### src/rtl/line_draw_controller.sv
// rtl/line_draw_controller.sv - Bresenham setup and sequencing for one line-drawing fragment generator
module line_draw_controller #(
   parameter int WIDTH = 13,
   parameter int CNT_W = 16
) (
   input  logic             clk,
   input  logic             rst,
   input  logic             line_valid,
   output logic             line_ready,
   input  logic [WIDTH-1:0] xa,
   input  logic [WIDTH-1:0] ya,
   input  logic [WIDTH-1:0] xb,
   input  logic [WIDTH-1:0] yb,
   input  logic             abort,
   input  logic             finish,
   output logic             start,
   output logic             en_FB_reg,
   output logic             steep,
   output logic [WIDTH-1:0] x0,
   output logic [WIDTH-1:0] y0,
   output logic [WIDTH-1:0] x_min,
   output logic [WIDTH-1:0] x_max,
   output logic [WIDTH-1:0] deltax,
   output logic [WIDTH-1:0] deltay,
   output logic [WIDTH-1:0] ystep,
   output logic             busy,
   output logic             done,
   output logic [CNT_W-1:0] frag_count
);

   typedef enum logic [2:0] {
      S_IDLE, S_SWAP, S_ORDER, S_START, S_DRAW, S_FLUSH, S_DONE
   } state_t;

   state_t state, state_next;

   logic [WIDTH-1:0] in_ax, in_ay, in_bx, in_by;
   logic [WIDTH-1:0] sw_ax, sw_ay, sw_bx, sw_by;
   logic             steep_r;
   logic             accept;

   logic [WIDTH-1:0] dx, dy;
   logic             steep_c;
   logic             ends_swap;
   logic [WIDTH-1:0] o_ax, o_ay, o_bx, o_by;

   assign accept = (state == S_IDLE) && line_valid && line_ready;

   always_comb begin
      state_next = state;
      start      = 1'b0;
      en_FB_reg  = 1'b0;
      done       = 1'b0;
      busy       = (state != S_IDLE);
      case (state)
         S_IDLE:  if (accept) state_next = S_SWAP;
         S_SWAP:  state_next = abort ? S_DONE : S_ORDER;
         S_ORDER: state_next = abort ? S_DONE : S_START;
         S_START: begin
            start      = 1'b1;
            state_next = abort ? S_DONE : S_DRAW;
         end
         S_DRAW: begin
            en_FB_reg = 1'b1;
            if (abort)       state_next = S_DONE;
            else if (finish) state_next = S_FLUSH;
         end
         S_FLUSH: begin
            en_FB_reg  = 1'b1;
            state_next = S_DONE;
         end
         S_DONE: begin
            done       = 1'b1;
            state_next = S_IDLE;
         end
         default: state_next = S_IDLE;
      endcase
   end

   // Absolute differences and steepness from the captured endpoints
   always_comb begin
      dx      = (in_bx >= in_ax) ? (in_bx - in_ax) : (in_ax - in_bx);
      dy      = (in_by >= in_ay) ? (in_by - in_ay) : (in_ay - in_by);
      steep_c = (dy > dx);
   end

   always_comb begin
      ends_swap = (sw_ax > sw_bx);
      o_ax      = ends_swap ? sw_bx : sw_ax;
      o_ay      = ends_swap ? sw_by : sw_ay;
      o_bx      = ends_swap ? sw_ax : sw_bx;
      o_by      = ends_swap ? sw_ay : sw_by;
   end

   always_ff @(posedge clk or negedge rst) begin
      if (!rst) begin
         state      <= S_IDLE;
         line_ready <= 1'b1;
         in_ax      <= '0;
         in_ay      <= '0;
         in_bx      <= '0;
         in_by      <= '0;
         sw_ax      <= '0;
         sw_ay      <= '0;
         sw_bx      <= '0;
         sw_by      <= '0;
         steep_r    <= 1'b0;
         steep      <= 1'b0;
         x0         <= '0;
         y0         <= '0;
         x_min      <= '0;
         x_max      <= '0;
         deltax     <= '0;
         deltay     <= '0;
         ystep      <= '0;
         frag_count <= '0;
      end else begin
         state      <= state_next;
         line_ready <= (state_next == S_IDLE);
         if (accept) begin
            in_ax <= xa;
            in_ay <= ya;
            in_bx <= xb;
            in_by <= yb;
         end
         if (state == S_SWAP) begin
            steep_r <= steep_c;
            sw_ax   <= steep_c ? in_ay : in_ax;
            sw_ay   <= steep_c ? in_ax : in_ay;
            sw_bx   <= steep_c ? in_by : in_bx;
            sw_by   <= steep_c ? in_bx : in_by;
         end
         // Configuration is published once and held until the next line's ORDER
         if (state == S_ORDER) begin
            steep  <= steep_r;
            x0     <= o_ax;
            x_min  <= o_ax;
            x_max  <= o_bx;
            y0     <= o_ay;
            deltax <= o_bx - o_ax;
            deltay <= (o_by >= o_ay) ? (o_by - o_ay) : (o_ay - o_by);
            ystep  <= (o_ay > o_by) ? '1 : {{(WIDTH-1){1'b0}}, 1'b1};
         end
         if (accept)
            frag_count <= '0;
         else if (state == S_DRAW && !abort && frag_count != '1)
            frag_count <= frag_count + 1'b1;
      end
   end

endmodule

### config.mk
export PLATFORM = sky130hd
export DESIGN_NAME = line_draw_controller
export DESIGN_NICKNAME = d
export VERILOG_FILES = /design/src/rtl/line_draw_controller.sv
export SDC_FILE = /design/constraint.sdc
export NUM_CORES = 1
export LEC_CHECK = 0
export CORE_UTILIZATION = 57
export DETAILED_ROUTE_END_ITERATION = 10
export GPL_TIMING_DRIVEN = 1
export PLACE_DENSITY = 0.81
export SLEW_MARGIN = 25
export SYNTH_ARGS = -nofsm -noshare
export SYNTH_HDL_FRONTEND = slang
export SYNTH_SLANG_ARGS = --single-unit
### constraint.sdc
create_clock -name clk -period 7.1 [get_ports clk]
set_clock_uncertainty 0.2 [all_clocks]
set_input_delay 1.42 -clock clk [delete_from_list [all_inputs] [get_ports clk]]
set_output_delay 1.42 -clock clk [all_outputs]
set_load 0.05 [all_outputs]
==> flow_summary_export.csv <==
group,metric,value,unit
placement,gp_congestion,1.04,
synthesis,syn_area_per_cell,8.32,um2
routing,route.vias.total,12200,
cts,holdBufCountCts,0,
critical_path,r2r_end,"sw_ay[9]",
final_layout,antennaDiodeCount,0,
synthesis,syn_nets,1771,
cts,htreeDepth,4,
cts,root_buffer,"clkbuf_16",
critical_path,critPathLaunchType,"register",
final_layout,drive_gt1_frac,0.0452,
global_route,grt_overflow,0,
critical_path,crit_fanout,53,
routing,wire_per_inst,18.9,um
flow_run,max_cap_viol_count,0,
final_layout,largest_reg_flops,16,
routing,drc_errors,0,
global_route,grt_pass1_vias,11400,
timing,rsz0062_at_grt,"false",
synthesis,synth-async-reset-ratio,1.00,
critical_path,cp-end-kind,"register",
timing,worst_slew_pin_slew,1.06,ns
synthesis,synthTopCellsByCount,"nand2_1, dfrtp_1, nor2_1",
synthesis,netlist_top_cells_area,"dfrtp_1, ha_1, mux2i_1",
cts,clock-sinks,193,
timing,fin_crit_sh,0.773,
worst_hold_path,min_to,"ystep[0]",
timing,timing.slew.headroom,0.290,
timing,tns,0,ns
synthesis,synth.top_cell.area_share,0.354,
synthesis,yosysTopAreaCell,"dfrtp_1",
final_layout,final_nets,1855,
synthesis,ys.flop_type,"dfrtp_1",
routing,detail_route.vias_per_cell,5.95,
die,core_region_area,23400,um2
critical_path,cp_data_arrival_time,5.56,ns
worst_hold_path,min_path_cells,1,
cts,cts.repair.resized,0,
worst_hold_path,worstHoldPathType,"register to register",
cts,cts_setup_buffers,0,
die,ioPinCount,170,
timing,finalHoldViolCount,0,
cts,clock_latency,0.44,ns
final_layout,regMostFlops,"frag_count",
die,fp.dieW,156,um
critical_path,r2r-start,"in_ax[1]",
global_route,grt_pass1_wl,61900,um
run_status,status,"finished, final reports clean",
critical_path,r2r_slack,1.61,ns
placement,port_buffers,169,
worst_hold_path,worstHoldStart,"ystep[0]",
routing,wl,38600,um
synthesis,syn_area,13600,um2
global_route,grt_antenna_before_repair,0,
synthesis,synth_edf_count,0,
global_route,grt.total_usage,0.327,
synthesis,synth_cells,1630,
critical_path,worstSetupStartpoint,"in_ax[1]",
synthesis,ys_seq_elements,193,
final_layout,num-fill-cells,1955,
routing,drtAntennaViolNets,0,
timing,timing.fmax,182,MHz
timing,setup_viol_count_final,0,
placement,place_hpwl,29500,um
critical_path,cp_data_required_time,7.17,ns
die,rows,56,
cts,cts_buffers,17,
die,die-area,24400,um2
routing,drt-pass1-iter-count,7,
global_route,grt_max_degree,120,
synthesis,ys_types,78,
die,start_util,0.580,
die,fp.dieH,156,um
timing,fin_crit,5.49,ns
cts,cts_tree,"yes",
final_layout,syn_to_final_growth,16.8,%
timing,maxSlewViolCount,0,
cts,clkTransAtPathRegs,0.08,ns
critical_path,r2r_cells,23,
synthesis,synth_most_common_cell,"nand2_1",
synthesis,yosysSeqAreaShare,0.356,
critical_path,worstSetupPathType,"register to register",
cts,cts.path.max_buffers,2,
routing,drt_iter0_markers,1038,
synthesis,ys_warn_count,0,
-- cells in the final DEF (no fill, tap or decap), drive strengths merged, types with 5 or more instances in the layout --
cell,n
nand2,215
nor2,177
o21a,20
xnor2,32
nor4,6
o21ai,114
a21oi,113
o21bai,9
nor2b,23
a211oi,16
nand2b,19
or2,7
dfrtp,192
mux2i,81
o211ai,13
maj3,13
o211a,5
clkdlybuf4s50,168
mux2,6
xor2,30
ha,80
o311ai,5
nand3,19
clkbuf,19
nand4,16
and3,16
buf,12
o22ai,8
a31oi,43
o31ai,5
a21o,41
or3,11
inv,98
nor3,23
clkinv,8
a21boi,5
o221ai,5
-- cell type report --
type	count	area, um2	share of cell area
multi-input cells	1229	7880	0.498
flip-flops and latches	193	4830	0.305
repair buffers	181	1810	0.114
clock buffers	18	429	0.0271
well taps	319	399	0.0252
inverters	92	345	0.0218
clock inverters	14	146	0.00924
-- worst max-delay path by stage --
| stage | to |
|---|---|
| floorplan | sw_ax[12] |
| global placement | sw_ay[9] |
| detailed placement | sw_bx[5] |
| CTS | sw_ay[9] |
| global route | sw_bx[5] |
| finish | sw_ay[9] |
-- stage by stage --
step                worst slack, ns  std cells  hold WS [ns]   util  instance area (um2)
finish                         1.61       2046         0.276  0.677                15800
global route                   1.28       2046         0.297  0.677                15800
CTS                            1.66       2046         0.281  0.676                15800
detailed placement             1.70       2014         0.260  0.652                15300
global placement               1.95       2014         0.251  0.652                15300
floorplan                      1.27       1630         0.284      -                13600
-- worst max-delay path: stages (launching register included) --
cell and delay, ns:
dfrtp_1 0.47, inv_1 0.13, ha_1 0.33, nor2b_1 0.16, o21a_1 0.16, o21a_1 0.18
o2111ai_1 0.24, nand3_1 0.15, a31oi_2 0.42, buf_4 0.33, nor2b_1 0.08, a221oi_1 0.26
xor2_1 0.20, ha_1 0.27, o21a_1 0.12, o21a_1 0.17, o21a_1 0.16, o21a_1 0.16
o21bai_1 0.14, a21o_1 0.14, a21o_2 0.14, buf_12 0.33, mux2i_1 0.27, a21oi_1 0.10
-- logic make-up after synthesis --
kind of cell               after synthesis  synth area share
and+or+nand+nor                        543             0.176
buffers and inverters                  208            0.0662
muxes                                   87            0.0648
AOI/OAI and AO/OA                      440             0.207
xor gates and xnor gates                62            0.0400
DFF                                    193             0.356
adders and majority gates               97            0.0893
-- layer usage --
metal,share of wire,up-vias,global-route usage
li1,-,5829,-
met4,0.031,0,0.113
met5,0,-,0
met3,0.064,71,0.0390
met2,0.46,469,0.524
met1,0.45,5808,0.459
Power is left out: the tool's default activity adds up to more than one toggle a clock period on the data nets, which glitch-free logic cannot reach.
